==> config.mk <==
export PLATFORM = sky130hd
export DESIGN_NAME = spike_rate_monitor
export DESIGN_NICKNAME = d
export VERILOG_FILES = /design/src/rtl/spike_rate_monitor_pkg.sv /design/src/rtl/sat_counter.sv /design/src/rtl/spike_rate_monitor.sv
export SDC_FILE = /design/constraint.sdc
export NUM_CORES = 1
export LEC_CHECK = 0
export ABC_AREA = 1
export CAP_MARGIN = 15
export CORE_ASPECT_RATIO = 0.6
export CORE_MARGIN = 1.5
export CORE_UTILIZATION = 45
export DETAILED_ROUTE_END_ITERATION = 10
export PLACE_DENSITY = 0.68
export SLEW_MARGIN = 20
export SYNTH_ARGS = -nofsm -noshare
export SYNTH_HDL_FRONTEND = slang
export SYNTH_HIERARCHICAL = 1
export SYNTH_SLANG_ARGS = --single-unit
export TNS_END_PERCENT = 5
==> constraint.sdc <==
create_clock -name clk -period 2.7 [get_ports clk]
set_clock_uncertainty 0.15 [all_clocks]
set_input_delay 0.405 -clock clk [delete_from_list [all_inputs] [get_ports clk]]
set_output_delay 0.405 -clock clk [all_outputs]
set_load 0.005 [all_outputs]
==> src/rtl/spike_rate_monitor_pkg.sv <==
// Shared definitions for the spike rate monitor: FSM state encoding and
// the default counter width.
package spike_rate_monitor_pkg;

   typedef enum logic {
      IDLE = 1'b0,
      RUN  = 1'b1
   } state_t;

   localparam int CNT_W_DEF = 8;

endpackage : spike_rate_monitor_pkg

==> src/rtl/sat_counter.sv <==
// Saturating up-counter with synchronous clear. Clear wins over increment,
// so a clear and an increment in the same cycle restart the count at 0.
module sat_counter #(
   parameter int W = 8
) (
   input  logic         clk,
   input  logic         reset,
   input  logic         clear,
   input  logic         inc,
   output logic [W-1:0] count
);

   localparam logic [W-1:0] MAX_VAL = {W{1'b1}};

   // Count up on inc, hold at all-ones, restart on reset or clear.
   always_ff @(posedge clk) begin
      if (reset || clear) begin
         count <= '0;
      end else if (inc && (count != MAX_VAL)) begin
         count <= count + 1'b1;
      end
   end

endmodule : sat_counter

==> src/rtl/spike_rate_monitor.sv <==
// Spike rate monitor: counts spikes from an upstream LIF neuron over a
// window of N cycles and presents each window's count on a valid/ready
// output. Optional inter-spike-interval measurement is built when the
// macro SPIKE_MON_ISI_EN is defined; otherwise isi_last is tied to 0.
//
// Output handshake: a result moves to the consumer on any rising edge where
// out_valid and out_ready are both 1. out_valid never waits for out_ready;
// rate_count is held while a result is pending, except that a newer window
// result overwrites it (setting the sticky overrun flag if the pending one
// was not being accepted on that same edge).
module spike_rate_monitor
   import spike_rate_monitor_pkg::*;
#(
   parameter int CNT_W = CNT_W_DEF
) (
   input  logic             clk,
   input  logic             reset,
   input  logic             spike,
   input  logic             enable,
   input  logic [CNT_W-1:0] window_len,
   input  logic             out_ready,
   output logic             out_valid,
   output logic [CNT_W-1:0] rate_count,
   output logic [CNT_W-1:0] isi_last,
   output logic             overrun
);

   localparam logic [CNT_W-1:0] CNT_MAX = {CNT_W{1'b1}};
   localparam logic [CNT_W-1:0] CNT_ONE = {{(CNT_W-1){1'b0}}, 1'b1};

   state_t           state;
   state_t           state_next;
   logic             active;     // a counting RUN cycle
   logic             load_len;   // sample window_len this cycle
   logic             win_end;    // last cycle of the current window
   logic             cnt_clear;
   logic [CNT_W-1:0] n_len;      // current window length, never 0
   logic [CNT_W-1:0] win_cnt;
   logic [CNT_W-1:0] spike_cnt;
   logic [CNT_W-1:0] rate_new;

   // State register.
   always_ff @(posedge clk) begin
      if (reset) begin
         state <= IDLE;
      end else begin
         state <= state_next;
      end
   end

   // Next-state: enable alone moves between IDLE and RUN.
   always_comb begin
      state_next = state;
      case (state)
         IDLE:    if (enable)  state_next = RUN;
         RUN:     if (!enable) state_next = IDLE;
         default: state_next = IDLE;
      endcase
   end

   // FSM outputs: a RUN cycle with enable low is the exit cycle and does not
   // count; window_len is sampled on the cycle that moves IDLE to RUN.
   always_comb begin
      active   = 1'b0;
      load_len = 1'b0;
      case (state)
         IDLE:    load_len = enable;
         RUN:     active   = enable;
         default: ;
      endcase
   end

   assign win_end   = active && (win_cnt == (n_len - CNT_ONE));
   // Counters sit at 0 outside RUN and restart at 0 right after a window end.
   assign cnt_clear = !active || win_end;

   // Result for the closing window includes this cycle's spike, saturating.
   assign rate_new = (spike && (spike_cnt != CNT_MAX)) ? spike_cnt + CNT_ONE : spike_cnt;

   // Window length register: a 0 request is treated as 1.
   always_ff @(posedge clk) begin
      if (reset) begin
         n_len <= CNT_ONE;
      end else if (load_len || win_end) begin
         n_len <= (window_len == '0) ? CNT_ONE : window_len;
      end
   end

   sat_counter #(.W(CNT_W)) u_win_cnt (
      .clk   (clk),
      .reset (reset),
      .clear (cnt_clear),
      .inc   (active),
      .count (win_cnt)
   );

   sat_counter #(.W(CNT_W)) u_spike_cnt (
      .clk   (clk),
      .reset (reset),
      .clear (cnt_clear),
      .inc   (active && spike),
      .count (spike_cnt)
   );

   // Result register, valid flag and sticky overrun.
   always_ff @(posedge clk) begin
      if (reset) begin
         out_valid  <= 1'b0;
         rate_count <= '0;
         overrun    <= 1'b0;
      end else if (win_end) begin
         rate_count <= rate_new;
         out_valid  <= 1'b1;
         if (out_valid && !out_ready) begin
            overrun <= 1'b1;
         end
      end else if (out_valid && out_ready) begin
         out_valid <= 1'b0;
      end
   end

`ifdef SPIKE_MON_ISI_EN
   logic [CNT_W-1:0] isi_cnt;
   logic [CNT_W-1:0] isi_reg;

   // Free-running interval counter; a spike restarts it at 0.
   sat_counter #(.W(CNT_W)) u_isi_cnt (
      .clk   (clk),
      .reset (reset),
      .clear (spike),
      .inc   (1'b1),
      .count (isi_cnt)
   );

   // Capture the elapsed interval (counter + 1, saturating) on each spike.
   always_ff @(posedge clk) begin
      if (reset) begin
         isi_reg <= '0;
      end else if (spike) begin
         isi_reg <= (isi_cnt != CNT_MAX) ? isi_cnt + CNT_ONE : isi_cnt;
      end
   end

   assign isi_last = isi_reg;
`else
   assign isi_last = '0;
`endif

endmodule : spike_rate_monitor

# After elaboration in Yosys (flattened, before gate mapping)
# Index checks and enable logic that the tools add are counted.
[op_classes]
n_bitwise = 0
order_cmp = 0
n_eq_ne = 3
n_reduce_logical = 15
add_sub_neg = 3
n_shift = 0
n_mul = 0
muxes = 7
div_mod_pow = 0
[op_table]
columns = ["op", "count"]
rows = [
  ["adder 8 x 1 -> 8 bit (second input constant)", 2],
  ["two-way mux 8 bit", 2],
  ["!= test 8 bit (second input constant)", 2],
  ["equality test 8 bit", 1],
  ["logical NOT 8 bit", 1],
  ["subtractor 8 x 1 -> 8 bit (second input constant)", 1],
  ["logical AND 1 bit", 7],
  ["two-way mux 1 bit", 5],
  ["logical OR 1 bit", 3],
  ["logical NOT 1 bit", 2],
  ["AND reduction 2 bit", 1],
  ["nonzero test 2 bit", 1],
]
[totals]
mem_bits_ro = 0
out_inout_bits = 18
mem_count = 0
word_cells = 35
in_bits = 13
latchBits = 0
regBits = 35
mem_bits_rw = 0

# Longest topological paths before layout
# Gate-level depths: netlist of run 1.
[depth]
word_depth = 5
mapped_depth = 15
mapped_depth_nobuf = 15

# By module
# The synthesis of run 1 kept the hierarchy.
[by_module_without_submodules]
columns = ["mod", "cells_per_inst", "seq_area_each_um2", "n_inst", "area_each_um2"]
rows = [
  ["spike_rate_monitor", 215, 380.4, 1, 1325.0],
  ["sat_counter", 67, 160.2, 2, 447.9],
]

# Least setup slack after synthesis of run 1
# No wires, ideal clock.
[synth_timing]
kind = "register to register"
from = "register n_len[0]"
to = "register u_spike_cnt.count[6]"
t_required_ns = 2.435
stages_incl_launch_ff = 13
setup_slack_ns = 0.719
n_path_buf = 0
period_less_slack_ns = 1.981
setup_ns = 0.115
arrival_time_ns = 1.715
cell_sequence = "dfxtp_1 -> inv_1 -> ha_1 -> xor2_1 -> nand2_1 -> nor2_1 -> nand3_1 -> nor2_2 -> nand2_1 -> nand2_1 -> nor2_8 -> nand2_1 -> nor2_1"
[synth_via]
elab_chain_len = 5
[synth_lines]
columns = ["element", "line", "rtl"]
rows = [
  ["start, declared", "spike_rate_monitor.sv:37", "logic [CNT_W-1:0] n_len;"],
  ["start signal, assigned", "spike_rate_monitor.sv:85", "n_len <= (window_len == '0) ? CNT_ONE : window_len;"],
  ["subtractor 8 x 1 -> 8 bit", "spike_rate_monitor.sv:73", "assign win_end = active && (win_cnt == (n_len - CNT_ONE));"],
  ["equality test 8 bit", "spike_rate_monitor.sv:73", ""],
  ["logical AND 1 bit", "spike_rate_monitor.sv:73", ""],
  ["logical OR 1 bit", "spike_rate_monitor.sv:75", "assign cnt_clear = !active || win_end;"],
  ["net cnt_clear", "spike_rate_monitor.sv:36", "logic cnt_clear;"],
  ["logical OR 1 bit", "sat_counter.sv:17", "if (reset || clear) begin"],
  ["end signal, assigned", "sat_counter.sv:20", "count <= count + 1'b1;"],
  ["end, declared", "sat_counter.sv:10", "output logic [W-1:0] count"],
]
# The timed path passes the listed nets, and every way through them passes these cells.
# A chain may end at the register's enable or synchronous reset.

# Worst setup path after layout of run 1
[layout_timing]
from = "register n_len[0]"
to = "register n_len[3]"
[layout_via]
elab_chain_len = 4
[layout_lines]
columns = ["element", "line", "rtl"]
rows = [
  ["subtractor 8 x 1 -> 8 bit", "spike_rate_monitor.sv:73", ""],
  ["equality test 8 bit", "spike_rate_monitor.sv:73", ""],
  ["logical AND 1 bit", "spike_rate_monitor.sv:73", ""],
  ["logical OR 1 bit", "spike_rate_monitor.sv:84", "end else if (load_len || win_end) begin"],
]
# Every way passes these cells.

==> flow_metrics.env, run 1 <==
export IMPL_outcome="completed"
export IMPL_rsz0062_at_grt="no"
export IMPL_grt_ovfl_total=0
export IMPL_cts_htree_levels=2
export IMPL_synth_top_flop_cell="dfxtp_1"
export IMPL_die_y_um=57.4
export IMPL_avgSynthCellArea_um2=6.36
export IMPL_drv_cap=0
export IMPL_syn_area_mm2=0.00222
export IMPL_worst_path_buf_inv=3
export IMPL_antenna_found_initial=0
export IMPL_tightest_slew_ps=570
export IMPL_syn_inst=349
export IMPL_layout_common_cells="96 x nand2_1, 56 x nor2_1, 44 x inv_1"
export IMPL_ys_seq_area_share_pct=31.5
export IMPL_grt_max_degree=20
export IMPL_power_density_mw_per_mm2=443
export IMPL_nets=388
export IMPL_dp_cells=427
export IMPL_drive_gt1_share_pct=7.26
export IMPL_min_path_type="flop to flop"
export IMPL_tns_ps=0
export IMPL_area_growth_pct=14.5
export IMPL_maxSlewHeadroom_pct=62.0
export IMPL_drt_pass1_iterations=4
export IMPL_postSynth_asyncResetShare_pct=0
export IMPL_drtIter0Drc=110
export IMPL_clkSinkCount=35
export IMPL_worstPathRequired_ps=2770
export IMPL_cp_top_family="simple AND/OR/NAND/NOR gates"
export IMPL_crit_slowest_cell="dfxtp_1"
export IMPL_grt_pass1_wl_mm=8.58
export IMPL_holdBufCountCts=0
export IMPL_fin_ws_ps=353
export IMPL_die_w_um=93.7
export IMPL_grt_met3_usage_pct=4.93
export IMPL_post_route_min_period_ps=2350
export IMPL_drv_slew=0
export IMPL_multi_input_comb_area_mm2=0.00124
export IMPL_gp_congestion=0.890
export IMPL_r2r_start="n_len[0]$_SDFFE_PP1P_"
export IMPL_register_area_um2=701
export IMPL_setup_viol=0
export IMPL_power_leakage_nw=1.19
export IMPL_grt_usage_pct=20.5
export IMPL_ys_seq_elements=35
export IMPL_wl_per_cell_um=11.3
export IMPL_start_kind="flop"
export IMPL_cts_buffers=5
export IMPL_fill_cells=477
export IMPL_cp_max_fo=19
export IMPL_cts_tree="built"
export IMPL_portBuffers=22
export IMPL_cp_data_arrival_time_ps=2420
export IMPL_worstHoldStart="overrun$_SDFFE_PP0P_"
export IMPL_insertion_delay_ps=290
export IMPL_vias=2022
export IMPL_synthDistinctLibCells=31
export IMPL_die_area_mm2=0.00538
export IMPL_instances_no_fill=435
export IMPL_start_util_pct=47.7
export IMPL_rows=19
export IMPL_synth_edf_count=0
export IMPL_clk_pin_slew_ps=70
export IMPL_final_common_cell="nand2_1"
export IMPL_dpl_hpwl_mm=3.59
export IMPL_drc_errors=0
export IMPL_finalCritPeriodShare_pct=86.9
export IMPL_path_cells="inv_1 -> ha_1 -> inv_2 -> nand2_1 -> nand3b_1 -> nand2_1 -> nor2_1 -> nand3_1 -> nor2_2 -> nand3_4 -> buf_4 -> nand3_1 -> nand2_1 -> nor2_1"
export IMPL_postRouteAntennaNets=0
export IMPL_worstSetupPathType="flop to flop"
export IMPL_clockRootBuffer="clkbuf_8"
export IMPL_grt_pass1_vias=1874
export IMPL_clockBufferDepth=2
export IMPL_end_kind="flop"
export IMPL_max_freq_ghz=0.426
export IMPL_routed_via_density=4.65
export IMPL_core_area_mm2=0.00466
export IMPL_dp_slack_ps=305
export IMPL_use_met2_pct=27.8
export IMPL_routed_wl_mm=4.89
export IMPL_io_pins=31
export IMPL_critPathLaunch="n_len[0]$_SDFFE_PP1P_"
export IMPL_yosys_warnings=6
export IMPL_path_common_cell="nand2_1"
export IMPL_busiest_layer="met1"
export IMPL_max_stage_delay_ps=360
export IMPL_irDropWorstVdd_uv=227
export IMPL_grtUsageMet1_pct=31.7
export IMPL_finalHoldViolCount=0
export IMPL_n_antenna_cell=0
==> cell families (layout without fill, tap and decap cells) <==
family,Yosys count,after routing,synth area share (%)
XOR/XNOR,12,12,4.73
buffers and inverters,66,82,14.1
adder cells (fa/ha/maj),4,4,2.25
AO/OA/AOI/OAI,26,26,6.20
other,1,8,0.169
flip-flops,35,35,31.5
AND/OR/NAND/NOR,205,205,41.0
==> stage by stage <==
stage	cell area [um2]	hold WS (ps)	utilization (%)	total power, mW
floorplan	2250	291	-	0.664
global placement	2440	301	52.3	0.704
detailed placement	2440	299	52.3	0.705
CTS	2540	319	54.4	1.14
global route	2540	357	54.6	1.18
finish	2540	320	54.6	1.13
==> sequential cells by signal, summed over array words and instances (netlist names) <==
signal,flops
out_valid,1
overrun,1
n_len,8
rate_count,8
u_spike_cnt/count,8
state,1
u_win_cnt/count,8
==> power by group <==
part / switching (mW) / internal (mW) / total [mW]
sequential: 0.0125 / 0.530 / 0.542
combinational: 0.0912 / 0.0650 / 0.156
clock: 0.195 / 0.233 / 0.428
total: 0.299 / 0.828 / 1.13
==> worst reg2reg max path, cell delays in order, from the launching register on <==
cell and delay, ps:
dfxtp_1 360, inv_1 90, ha_1 280, inv_2 80
nand2_1 70, nand3b_1 80, nand2_1 60, nor2_1 110
nand3_1 100, nor2_2 190, nand3_4 180, buf_4 260
nand3_1 100, nand2_1 60, nor2_1 120
==> timing repair <==
action | in CTS | in global routing
setup endpoints to repair | 0 | 2
resized for setup | 0 | 1
buffers inserted | 0 | 0
==> layer usage <==
| metal | up-vias | wire, um |
|---|---|---|
| li1 | 1102 | - |
| met1 | 867 | 2780 |
| met2 | 48 | 1750 |
| met3 | 5 | 325 |
| met4 | 0 | 38 |
| met5 | - | 0 |
==> layout make-up <==
class                      count  area share (%)
multi-input combinational    255            48.8
sequential                    35            27.5
timing repair buffer          24            9.25
inverter                      50            7.38
clock buffer                   8            3.94
tap                           63            3.10
==> worst paths after layout <==
path | end | slack, ps | cells past startpoint
max | n_len[3]$_SDFFE_PP0P_ | 350 | 14
min | overrun$_SDFFE_PP0P_ | 320 | 2
min reg2reg | overrun$_SDFFE_PP0P_ | 320 | 2
max reg2reg | n_len[3]$_SDFFE_PP0P_ | 350 | 14
==> cell usage after synthesis, drive strengths merged, types with 2 or more instances <==
cell type   n  area share, %
a21oi      20            4.5
a31oi       2           0.56
buf        14            5.3
clkbuf      2           0.34
clkinv      2           0.34
dfxtp      35             32
ha          4            2.3
inv        48            8.1
nand2      98             17
nand3      34            8.3
nand3b      4            1.7
nor2       63             13
nor3        3           0.68
o21ai       2           0.45
xnor2       5            2.0
xor2        7            2.8
(Power assumes the default switching activity.)
==> inputs of run 2 (changes only) <==
Settings changed: CORE_UTILIZATION 45 to 50, PLACE_DENSITY 0.68 to 0.74.
Clock period 2.7 ns to 2.2 ns, I/O delays scaled along.
==> flow_metrics.env, run 2 (synthesis gave the netlist of run 1 again) <==
export IMPL_nets=396
export IMPL_cts_htree_levels=2
export IMPL_grt_usage_pct=22.2
export IMPL_path_cells="inv_2 -> ha_4 -> xor2_1 -> nand2_1 -> nor2_1 -> nand3_1 -> nor2_4 -> nand3_4 -> buf_12 -> a21oi_1 -> nor2_1"
export IMPL_cts_buffers=5
export IMPL_grt_pass1_wl_mm=8.07
export IMPL_setup_viol=0
export IMPL_insertion_delay_ps=290
export IMPL_cts_resized=0
export IMPL_portBuffers=22
export IMPL_dp_cells=432
export IMPL_p_clk_share_pct=40.9
export IMPL_use_met2_pct=30.2
export IMPL_power_mw=1.48
export IMPL_clkSinkCount=35
export IMPL_irDropWorstVdd_uv=331
export IMPL_die_w_um=89.0
export IMPL_crit_slowest_cell="dfxtp_2"
export IMPL_clockBufferDepth=2
export IMPL_end_kind="flop"
export IMPL_busiest_layer="met1"
export IMPL_instances_no_fill=440
export IMPL_min_path_type="flop to flop"
export IMPL_grtUsageMet1_pct=33.6
export IMPL_worstPathRequired_ps=2230
export IMPL_dpl_hpwl_mm=3.66
export IMPL_drtIter0Drc=111
export IMPL_power_leakage_nw=1.24
export IMPL_power_density_mw_per_mm2=559
export IMPL_start_util_pct=53.0
export IMPL_drc_errors=0
export IMPL_final_common_cell="nand2_1"
export IMPL_register_area_um2=703
export IMPL_routed_via_density=4.83
export IMPL_io_pins=31
export IMPL_placed_cell_area_mm2=0.00250
export IMPL_layout_common_cells="96 x nand2_1, 55 x nor2_1, 42 x inv_1"
export IMPL_cts_tree="built"
export IMPL_drv_slew=0
export IMPL_core_area_mm2=0.00419
export IMPL_area_growth_pct=19.4
export IMPL_cp_max_fo=26
export IMPL_clk_pin_slew_ps=80
export IMPL_wl_per_cell_um=11.0
export IMPL_gp_congestion=0.923
export IMPL_max_stage_delay_ps=350
export IMPL_multi_input_comb_area_mm2=0.00126
export IMPL_cp_top_family="simple AND/OR/NAND/NOR gates"
export IMPL_worstSetupPathType="flop to flop"
export IMPL_drt_pass1_iterations=4
export IMPL_worst_path_buf_inv=2
export IMPL_sw_frac_of_total_pct=25.3
export IMPL_max_freq_ghz=0.492
export IMPL_grt_max_degree=27
export IMPL_p_int_mw=1.11
export IMPL_outcome="completed"
export IMPL_rows=18
export IMPL_die_area_mm2=0.00486
export IMPL_clockRootBuffer="clkbuf_8"
export IMPL_n_antenna_cell=0
export IMPL_die_y_um=54.6
export IMPL_combPwrFrac_pct=14.2
export IMPL_grt_pass1_vias=1732
export IMPL_routed_wl_mm=4.86
export IMPL_finalHoldViolCount=0
export IMPL_path_common_cell="nor2_1"
export IMPL_postRouteAntennaNets=0
export IMPL_vias=2127
export IMPL_drive_gt1_share_pct=11.1
export IMPL_start_kind="flop"
export IMPL_fill_cells=399
export IMPL_holdBufCountCts=0
export IMPL_tightest_slew_ps=531
export IMPL_grt_ovfl_total=0
export IMPL_seq_power_share_pct=44.9
export IMPL_cp_data_arrival_time_ps=2070
export IMPL_maxSlewHeadroom_pct=64.6
export IMPL_finalCritPeriodShare_pct=92.4
export IMPL_post_route_min_period_ps=2030
export IMPL_grt_met3_usage_pct=6.03
export IMPL_antenna_found_initial=0
export IMPL_drv_cap=0
export IMPL_p_sw_mw=0.375
export IMPL_final_area_mm2=0.00265
export IMPL_post_cts_buffers=0
[run 2: cell types whose count changed in the layout (fill, tap and decap cells not counted), moves of 2 or more]
cell / change
dfxtp_2: +2
inv_1: -2
buf_4: +7
dfxtp_1: -2
inv_2: +2
[run 2: worst paths after layout]
| check | start | end | slack [ps] | cells past startpoint |
|---|---|---|---|---|
| worst min register to register | overrun$_SDFFE_PP0P_ | overrun$_SDFFE_PP0P_ | 320 | 2 |
| worst max-delay path | n_len[0]$_SDFFE_PP1P_ | n_len[4]$_SDFFE_PP0P_ | 170 | 11 |
| worst max register to register | n_len[0]$_SDFFE_PP1P_ | n_len[4]$_SDFFE_PP0P_ | 170 | 11 |
| worst min-delay path | overrun$_SDFFE_PP0P_ | overrun$_SDFFE_PP0P_ | 320 | 2 |
[run 2: worst min-delay path, delay by kind of cell (launching register included)]
kind                   cells  cell delay, ps
AOI/OAI and AO/OA          1              60
buffers and inverters      1              50
DFF                        1             320
[run 2: area by class of cell]
class / instances / share of cell area (%)
timing repair buffer: 32 / 11.6
inverter: 50 / 7.08
clock inverter: 2 / 1.32
tap: 60 / 2.83
sequential: 35 / 26.5
clock buffer: 6 / 3.11
multi-input combinational: 255 / 47.5
[run 2: metrics by stage]
stage / hold WS, ps / setup slack [ps] / TNS, ps / util [%]
after detailed placement: 304 / 108 / 0 / 59.8
final: 323 / 168 / 0 / 63.3
after global placement: 300 / 207 / 0 / 59.8
after CTS: 324 / 76.7 / 0 / 62.6
after floorplan: 249 / 219 / 0 / -
after global routing: 360 / -5.53 / -5.53 / 63.3
[run 2: power by group through the flow]
stage | registers, mW | logic (mW) | clock network, mW
finish | 0.666 | 0.210 | 0.607
global route | 0.668 | 0.236 | 0.644
CTS | 0.665 | 0.195 | 0.614
detailed placement | 0.680 | 0.193 | 0
global placement | 0.680 | 0.192 | 0
floorplan | 0.677 | 0.139 | 0
[run 2: per-layer routing]
| metal | routed length, um | up-vias | part of all wire (%) |
|---|---|---|---|
| li1 | - | 1118 | - |
| met1 | 2510 | 918 | 52 |
| met2 | 1860 | 82 | 38 |
| met3 | 427 | 9 | 8.8 |
| met4 | 61 | 0 | 1.3 |
| met5 | 0 | - | 0 |
==> inputs of run 3 (changes only) <==
Settings changed: CORE_ASPECT_RATIO 0.6 to 0.75.
==> flow_metrics.env, run 3 (synthesis gave the netlist of run 1 again) <==
export IMPL_outcome="completed"
export IMPL_clkSinkCount=35
export IMPL_drc_errors=0
export IMPL_worst_hold_slack_ps=311
export IMPL_n_antenna_cell=0
export IMPL_power_density_mw_per_mm2=591
export IMPL_insertion_delay_ps=300
export IMPL_finalHoldViolCount=0
export IMPL_die_w_um=80.0
export IMPL_drtIter0Drc=130
export IMPL_final_common_cell="nand2_1"
export IMPL_die_area_mm2=0.00485
export IMPL_sw_frac_of_total_pct=24.9
export IMPL_instances_no_fill=438
export IMPL_grt_ovfl_total=0
export IMPL_p_clk_share_pct=44.6
export IMPL_placed_cell_area_mm2=0.00249
export IMPL_nets=399
export IMPL_grt_pass1_vias=1818
export IMPL_drv_slew=0
export IMPL_postRouteAntennaNets=0
export IMPL_worstSetupPathType="flop to flop"
export IMPL_gp_congestion=0.875
export IMPL_clockBufferDepth=2
export IMPL_routed_via_density=4.86
export IMPL_start_util_pct=53.5
export IMPL_max_freq_ghz=0.466
export IMPL_grt_pass1_wl_mm=7.99
export IMPL_worstPathRequired_ps=2260
export IMPL_io_pins=31
export IMPL_setup_viol=0
export IMPL_layout_common_cells="96 x nand2_1, 55 x nor2_1, 44 x inv_1"
export IMPL_finalCritPeriodShare_pct=97.5
export IMPL_dpl_hpwl_mm=3.60
export IMPL_min_path_type="flop to flop"
export IMPL_vias=2128
export IMPL_p_int_mw=1.20
export IMPL_area_growth_pct=21.6
export IMPL_cp_data_arrival_time_ps=2200
export IMPL_drive_gt1_share_pct=11.2
export IMPL_combPwrFrac_pct=13.7
export IMPL_drt_pass1_iterations=4
export IMPL_grt_usage_pct=21.4
export IMPL_final_area_mm2=0.00270
export IMPL_rrSetupSlack_ps=50
export IMPL_die_y_um=60.7
export IMPL_maxSlewHeadroom_pct=65.7
export IMPL_cts_tree="built"
export IMPL_wl_per_cell_um=11.5
export IMPL_cts_buffers=5
export IMPL_cp_max_fo=6
export IMPL_tns_ps=0
export IMPL_grt_max_degree=19
export IMPL_cts_htree_levels=2
export IMPL_irDropWorstVdd_uv=444
export IMPL_antenna_found_initial=0
export IMPL_clk_pin_slew_ps=90
export IMPL_core_area_mm2=0.00415
export IMPL_clockRootBuffer="clkbuf_8"
export IMPL_end_kind="flop"
export IMPL_start_kind="flop"
export IMPL_power_leakage_nw=1.27
export IMPL_rows=20
export IMPL_routed_wl_mm=5.05
export IMPL_seq_power_share_pct=41.7
export IMPL_postLayoutCoreUtil_pct=65.0
export IMPL_portBuffers=22
export IMPL_post_route_min_period_ps=2150
export IMPL_p_sw_mw=0.397
export IMPL_drv_cap=0
export IMPL_tightest_slew_ps=514
export IMPL_holdBufCountCts=0
export IMPL_dp_cells=427
-- run 3: path summary, 6_finish.rpt --
| check | startpoint | end | cells after the start |
|---|---|---|---|
| hold reg to reg | overrun$_SDFFE_PP0P_ | overrun$_SDFFE_PP0P_ | 2 |
| setup reg to reg | n_len[0]$_SDFFE_PP1P_ | n_len[7]$_SDFFE_PP0P_ | 15 |
| setup / recovery | n_len[0]$_SDFFE_PP1P_ | n_len[7]$_SDFFE_PP0P_ | 15 |
| hold / removal | overrun$_SDFFE_PP0P_ | overrun$_SDFFE_PP0P_ | 2 |
-- run 3: power groups by stage --
stage | combinational, mW | sequential [mW] | clock (mW)
5_1_grt | 0.246 | 0.668 | 0.745
3_5_place_dp | 0.193 | 0.680 | 0
3_3_place_gp | 0.190 | 0.680 | 0
2_1_floorplan | 0.139 | 0.677 | 0
6_report | 0.219 | 0.666 | 0.712
4_1_cts | 0.195 | 0.666 | 0.716
-- run 3: metal layers --
layer  GRT usage, %  part of all wire (%)  vias up
li1               -                     -     1124
met1           30.6                    51      933
met2           31.3                    41       58
met3           5.26                   5.4       13
met4           8.37                   2.4        0
met5              0                     0        -
-- run 3: critical path, stage by stage, from the launching register on --
cell and delay, ps:
dfxtp_2 340, inv_1 110, ha_4 180, inv_2 40, nand2_1 90, nand2_1 60, nand2_1 60, nand2_1 50
nor2_1 80, nand3_1 140, nor2_4 180, nand3_4 140, buf_6 170, nand3_1 60, nand2_1 70, nor2_1 140
-- run 3: cell type report --
type                    count  area, um2
inverters                  50        188
clock buffers               5       68.8
flip-flops and latches     35        703
clock inverters             3       67.6
fillers                   375       1450
repair buffers             35        344
multi-input cells         255       1260
well taps                  55       68.8
-- run 3: per-stage QoR --
step | setup WS [ps] | power (mW)
floorplan | 219 | 0.815
CTS | 53.2 | 1.58
finish | 54.6 | 1.60
global placement | 217 | 0.870
global route | -74.7 | 1.66
detailed placement | 112 | 0.874
-- run 3: repair_timing --
item,4_1_cts,5_1_grt
endpoints found under the setup margin,0,32
buffers inserted,0,1
resized for setup,0,11
